## src/rtl/fetch_unit.sv

```systemverilog
// rtl/fetch_unit.sv - program counter and fetch sequencing with saved-address registers
//
// Purpose: produces the instruction ROM address each cycle. It keeps three
// saved-address registers (PCreg1..3) used as loop/branch targets, resolves
// je/jne against the ALU equal flag, and brackets each program run with an
// IDLE -> RUN -> DONE state machine.
//
// Ports:
//   Clk          in   rising-edge clock
//   Reset        in   asynchronous active-low reset
//   Start        in   begin or restart a program run
//   Ack          in   decoder done with program; ends the run
//   Stall        in   freeze PC, saves and jumps this cycle
//   JumpEqual    in   current instruction is je
//   JumpNotEqual in   current instruction is jne
//   PCRegSelect  in   00 none, 01/10/11 select PCreg1/2/3
//   SaveEn       in   capture ProgCtr+1 into the selected PCreg
//   EqualFlag    in   ALU equal/zero flag for the current instruction
//   ProgCtr      out  instruction ROM address
//   Running      out  state is RUN
//   Done         out  state is DONE
//   JumpTaken    out  a taken jump updated ProgCtr at the previous edge
module fetch_unit #(
  parameter int PC_WIDTH   = 10,
  parameter int START_ADDR = 0
) (
  input  logic                Clk,
  input  logic                Reset,
  input  logic                Start,
  input  logic                Ack,
  input  logic                Stall,
  input  logic                JumpEqual,
  input  logic                JumpNotEqual,
  input  logic [1:0]          PCRegSelect,
  input  logic                SaveEn,
  input  logic                EqualFlag,
  output logic [PC_WIDTH-1:0] ProgCtr,
  output logic                Running,
  output logic                Done,
  output logic                JumpTaken
);

  typedef enum logic [1:0] {
    ST_IDLE = 2'd0,
    ST_RUN  = 2'd1,
    ST_DONE = 2'd2
  } state_t;

  localparam logic [PC_WIDTH-1:0] START_PC = PC_WIDTH'(START_ADDR);

  state_t              state_q, state_d;
  logic [PC_WIDTH-1:0] pc_q, pc_d;
  logic [PC_WIDTH-1:0] pcreg1_q, pcreg1_d;
  logic [PC_WIDTH-1:0] pcreg2_q, pcreg2_d;
  logic [PC_WIDTH-1:0] pcreg3_q, pcreg3_d;
  logic                running_q, running_d;
  logic                done_q, done_d;
  logic                jump_taken_q, jump_taken_d;

  logic [PC_WIDTH-1:0] pc_inc;
  logic [PC_WIDTH-1:0] jump_target;
  logic                sel_nz;
  logic                taken;

  // Wraps modulo 2^PC_WIDTH by construction of the vector width.
  assign pc_inc = pc_q + PC_WIDTH'(1);
  assign sel_nz = (PCRegSelect != 2'b00);
  assign taken  = sel_nz && ((JumpEqual && EqualFlag) || (JumpNotEqual && !EqualFlag));

  // Jump target always comes from the register's current value, so a save
  // to the same register in the same cycle does not affect this jump.
  always_comb begin
    jump_target = pc_inc;
    case (PCRegSelect)
      2'b01:   jump_target = pcreg1_q;
      2'b10:   jump_target = pcreg2_q;
      2'b11:   jump_target = pcreg3_q;
      default: jump_target = pc_inc;
    endcase
  end

  always_comb begin
    state_d      = state_q;
    pc_d         = pc_q;
    pcreg1_d     = pcreg1_q;
    pcreg2_d     = pcreg2_q;
    pcreg3_d     = pcreg3_q;
    jump_taken_d = 1'b0;

    case (state_q)
      ST_RUN: begin
        if (Start) begin
          pc_d     = START_PC;
          pcreg1_d = '0;
          pcreg2_d = '0;
          pcreg3_d = '0;
        end else if (Ack) begin
          state_d = ST_DONE;
        end else if (!Stall) begin
          pc_d         = taken ? jump_target : pc_inc;
          jump_taken_d = taken;
          if (SaveEn) begin
            case (PCRegSelect)
              2'b01:   pcreg1_d = pc_inc;
              2'b10:   pcreg2_d = pc_inc;
              2'b11:   pcreg3_d = pc_inc;
              default: ;
            endcase
          end
        end
      end
      default: begin
        // IDLE and DONE only react to Start.
        if (Start) begin
          state_d  = ST_RUN;
          pc_d     = START_PC;
          pcreg1_d = '0;
          pcreg2_d = '0;
          pcreg3_d = '0;
        end
      end
    endcase

    running_d = (state_d == ST_RUN);
    done_d    = (state_d == ST_DONE);
  end

  always_ff @(posedge Clk or negedge Reset) begin
    if (!Reset) begin
      state_q      <= ST_IDLE;
      pc_q         <= START_PC;
      pcreg1_q     <= '0;
      pcreg2_q     <= '0;
      pcreg3_q     <= '0;
      running_q    <= 1'b0;
      done_q       <= 1'b0;
      jump_taken_q <= 1'b0;
    end else begin
      state_q      <= state_d;
      pc_q         <= pc_d;
      pcreg1_q     <= pcreg1_d;
      pcreg2_q     <= pcreg2_d;
      pcreg3_q     <= pcreg3_d;
      running_q    <= running_d;
      done_q       <= done_d;
      jump_taken_q <= jump_taken_d;
    end
  end

  assign ProgCtr   = pc_q;
  assign Running   = running_q;
  assign Done      = done_q;
  assign JumpTaken = jump_taken_q;

endmodule

```

## config.mk

```make
export PLATFORM = sky130hd
export DESIGN_NAME = fetch_unit
export DESIGN_NICKNAME = d
export VERILOG_FILES = /design/src/rtl/fetch_unit.sv
export SDC_FILE = /design/constraint.sdc
export NUM_CORES = 1
export LEC_CHECK = 0
export ABC_CLOCK_PERIOD_IN_PS = 2580
export CAP_MARGIN = 10
export CORE_MARGIN = 2
export CORE_UTILIZATION = 60
export DETAILED_ROUTE_END_ITERATION = 8
export PLACE_DENSITY = 0.95
export SYNTH_ARGS = -nofsm -noshare
export SYNTH_HDL_FRONTEND = slang
export SYNTH_SLANG_ARGS = --single-unit
```

## constraint.sdc

```tcl
create_clock -name Clk -period 2.58 [get_ports Clk]
set_input_delay 0.387 -clock Clk [delete_from_list [all_inputs] [get_ports Clk]]
set_output_delay 0.387 -clock Clk [all_outputs]
set_load 0.05 [all_outputs]
```

==> summary.txt <==
Floorplanning
  • Total Die Area: 0.004619 mm^2
  • Die width: 67.97 um
  • Standard-cell row count: 23
  • Initial cell density of the core: 0.6181
  • Die outline height: 67.97 um
  • I/O pin cnt: 24
  • Core box area: 0.003971 mm^2

Timing
  • Transition time of the tightest slew-check pin: 0.9865 ns
  • Final setup violation count: 0
  • Final TNS setup: 0 ns
  • Fmax: 474.2 MHz
  • Post-route minimum period: 2.109 ns
  • Max_slew headroom: 0.3423
  • Unrepaired setup endpoints after global routing: false
  • Count of endpoints failing hold in the final timing report: 0
  • Post-route fraction of the period consumed by the critical path: 0.8173
  • Number of max-slew violations in the final report: 0
  • Final Skew: 0.007942 ns

Yosys
  • Netlist area before placement: 0.002455 mm^2
  • Number of distinct library cell variants in the gate-level netlist after synthesis: 47
  • Count of synthesis-stage warnings from yosys: 0
  • Post-synthesis share of cell area spent on xor and xnor gates: 0.01070
  • Number of flops mapped to enable cells by yosys: 0
  • Register area share after synthesis: 0.4587
  • Fraction of the mapped netlist area in simple logic gates: 0.1565
  • Main combinational cell family by area after synthesis: compound AO/OA/AOI/OAI gates
  • Synth Instances: 237
  • Number of nets produced by synthesis: 249
  • Yosys reg bits: 45
  • Arithmetic-cell share of the synthesized area counting full adders, half adders and majority gates: 0.005097
  • Mean instance size in the synthesized netlist: 10.36 um^2
  • Share of flip-flops with an asynchronous set or reset: 1.000
  • Mux cell area share after synthesis: 0.1458
  • Synthesized-area fraction occupied by ao, oa, aoi and oai cells: 0.1738
  • Commonest register cell after synthesis: sky130_fd_sc_hd__dfrtp_1

CTS
  • Hold-fix buffer count after cts: 0
  • Clock-pin slew on the worst setup and hold paths: 0.09 ns
  • Clock sinks: 45
  • Root buffer cell: sky130_fd_sc_hd__clkbuf_8
  • Clock latency on the worst-skew pair: 0.30 ns
  • H-tree depth reported by CTS: 2
  • Deepest clock path buffer count: 2
  • Post-CTS Resized: 0
  • CTS tree: yes
  • Count of buffers added by post-CTS timing repair for setup: 0
  • CTS buffer count: 5

Place
  • Placed wire-length estimate after detailed placement: 3999 um
  • GPL Wtd Cong: 0.9740
  • I/O Buffers: 23
  • Dpl cell area: 0.002738 mm^2

Worst setup path
  • CP max stage cell: sky130_fd_sc_hd__clkdlybuf4s50_1
  • Maximum fanout along the worst path: 9
  • Critical path type: flip-flop to output pin
  • Worst Path Buf+Inv: 1
  • Depth of the worst register-to-register path: 5
  • Cell family contributing the most delay on the critical path: buffers and inverters
  • Number of stages on the worst setup path: 1
  • Startpoint kind of the worst setup timing path: flip-flop
  • Worst R2R Start: ProgCtr[0]$_DFFE_PN0P_
  • Slowest Stage Delay on Critical Path: 0.87 ns
  • Ordered cell list for the critical path: clkdlybuf4s50_1
  • FF-to-FF End: pcreg1_q[8]$_DFFE_PN0P_
  • Data arrival time of the critical path: 1.72 ns
  • Critical Path Sink Type: output pin
  • Setup slack of the worst register-to-register path: 0.62 ns
  • Data required time of the critical path: 2.19 ns

Global routing
  • Via count of the first global-routing pass: 1981
  • GRT Resource Usage Total: 0.2913
  • Maximum number of pins on one net before global-route repair: 46
  • Antenna violations before repair: 0
  • Global-route wire length before repair: 9867 um
  • Leftover overflow at the end of global routing: 0

Layout
  • FF+latch area: 0.001126 mm^2
  • Number of inserted diodes: 0
  • Post-route design area: 0.002824 mm^2
  • Layout net count: 272
  • Layout fillers: 323
  • Most common library cell in the layout ignoring fill and taps: sky130_fd_sc_hd__dfrtp_1
  • Highest-count cells in the layout ignoring fill and taps: 45 x sky130_fd_sc_hd__dfrtp_1, 22 x sky130_fd_sc_hd__clkdlybuf4s50_1, 19 x sky130_fd_sc_hd__mux2_1, 13 x sky130_fd_sc_hd__nand2_1, 12 x sky130_fd_sc_hd__buf_4
  • Combined area of the multi-input logic cells: 0.001207 mm^2
  • Share of layout cells above drive strength 1: 0.1423
  • Area growth, synth to finish: 15.04%

Power
  • Final Total Pwr: 1.348 mW
  • Leakage Power: 1.218 nW
  • Maximum VDD drop: 0.3016 mV
  • PwrDens: 477.2 mW/mm^2

Detailed routing
  • Detailed-route via count: 2042
  • Via density per instance: 6.587
  • Router iterations before antenna repair: 5
  • Detailed route wirelength on metal3: 455 um
  • Average detailed-routed wire length per instance: 19.03 um
  • Top routing layer in use: met4
  • Met1 wire length: 2405 um
  • Antenna-violating nets left: 0
  • DRC violations left: 0
  • Sum of routed wire length over all layers: 5899 um
  • Met2 WL post-DR: 2939 um
  • Detailed Route Iter0 Violations: 254

Flow run
  • # Max-Cap Violations: 0

Worst hold path
  • Worst min-delay path class: input pin to asynchronous set/reset pin

Status
  • Run status: finished, final reports clean
[cells in the mapped netlist (2+ instances only)]
library cell	number	share of area
sky130_fd_sc_hd__dfrtp_1	45	0.46
sky130_fd_sc_hd__mux2_1	19	0.087
sky130_fd_sc_hd__nand2_1	13	0.020
sky130_fd_sc_hd__mux2_2	11	0.050
sky130_fd_sc_hd__nor2_1	11	0.017
sky130_fd_sc_hd__buf_2	10	0.020
sky130_fd_sc_hd__a21oi_1	9	0.018
sky130_fd_sc_hd__nor3_1	9	0.018
sky130_fd_sc_hd__a22oi_1	8	0.024
sky130_fd_sc_hd__clkbuf_1	7	0.011
sky130_fd_sc_hd__nand3_1	7	0.014
sky130_fd_sc_hd__o211ai_1	7	0.021
sky130_fd_sc_hd__a41oi_1	6	0.021
sky130_fd_sc_hd__o21ai_0	6	0.012
sky130_fd_sc_hd__and3_1	5	0.013
sky130_fd_sc_hd__inv_1	5	0.0076
sky130_fd_sc_hd__o21ai_1	5	0.010
sky130_fd_sc_hd__nand4_1	4	0.010
sky130_fd_sc_hd__nor2b_1	4	0.010
sky130_fd_sc_hd__o2111ai_1	4	0.014
sky130_fd_sc_hd__or3_1	4	0.010
sky130_fd_sc_hd__a31oi_1	3	0.0076
sky130_fd_sc_hd__o31ai_1	3	0.0092
sky130_fd_sc_hd__xnor2_1	3	0.011
sky130_fd_sc_hd__and4_1	2	0.0071
sky130_fd_sc_hd__inv_2	2	0.0031
sky130_fd_sc_hd__mux2i_1	2	0.0082
sky130_fd_sc_hd__nand2b_1	2	0.0051
sky130_fd_sc_hd__nor4b_2	2	0.012
sky130_fd_sc_hd__o221ai_1	2	0.0071
[per-stage QoR]
stage / std cells / util / hold WS (ns) / worst slack, ns
2_1_floorplan: 237 / - / 0.09141 / 0.6290
4_1_cts: 310 / 0.7111 / 0.2781 / 0.4764
3_3_place_gp: 303 / 0.6894 / 0.4634 / 0.3120
3_5_place_dp: 303 / 0.6894 / 0.4734 / 0.2824
5_1_grt: 310 / 0.7111 / 0.3221 / 0.4002
6_report: 310 / 0.7111 / 0.2373 / 0.4714
[state kept, by name, indices dropped and copies added (netlist names)]
name,cells
Running,1
pcreg1_q,10
Done,1
pcreg2_q,10
ProgCtr,10
pcreg3_q,10
JumpTaken,1
state_q,2
[layout make-up]
class                           instances  area share
Multi-Input combinational cell        166      0.4276
Sequential cell                        45      0.3988
Timing Repair Buffer                   35      0.1117
Inverter                                7    0.009304
Tap cell                               50     0.02215
Clock buffer                            7     0.03057
[worst max path at each step]
stage / from / endpoint / slack [ns]
finish: ProgCtr[2]$_DFFE_PN0P_ / ProgCtr[2] / 0.47
global route: ProgCtr[2]$_DFFE_PN0P_ / ProgCtr[2] / 0.40
floorplan: ProgCtr[0]$_DFFE_PN0P_ / pcreg1_q[6]$_DFFE_PN0P_ / 0.63
CTS: ProgCtr[0]$_DFFE_PN0P_ / ProgCtr[0] / 0.48
detailed placement: Ack / ProgCtr[9]$_DFFE_PN0P_ / 0.28
global placement: Ack / pcreg1_q[3]$_DFFE_PN0P_ / 0.31
[metal layers]
metal,vias to the layer above,track usage
met1,996,0.3821
met2,93,0.4745
li1,937,-
met4,0,0.1000
met3,16,0.06743
met5,-,0
[worst reg2reg max path: cells and delay by family, from the launching register on]
family,cells,cell delay (ns)
flip-flops,1,0.54
AO/OA/AOI/OAI,2,0.40
multiplexers,1,0.32
adder cells (fa/ha/maj),1,0.31
AND/OR/NAND/NOR,1,0.27
[report_power, final]
part | switching [mW] | internal [mW] | total [mW]
Combinational | 0.110 | 0.0609 | 0.171
Clock | 0.233 | 0.213 | 0.446
Sequential | 0.0120 | 0.718 | 0.730
[kinds of logic after synthesis]
family                   after synthesis
buffers and inverters                 26
AND/OR/NAND/NOR                       69
adder cells (fa/ha/maj)                1
XOR/XNOR                               3
AO/OA/AOI/OAI                         61
multiplexers                          32
flip-flops                            45
Power figures use the tool's default switching activity.
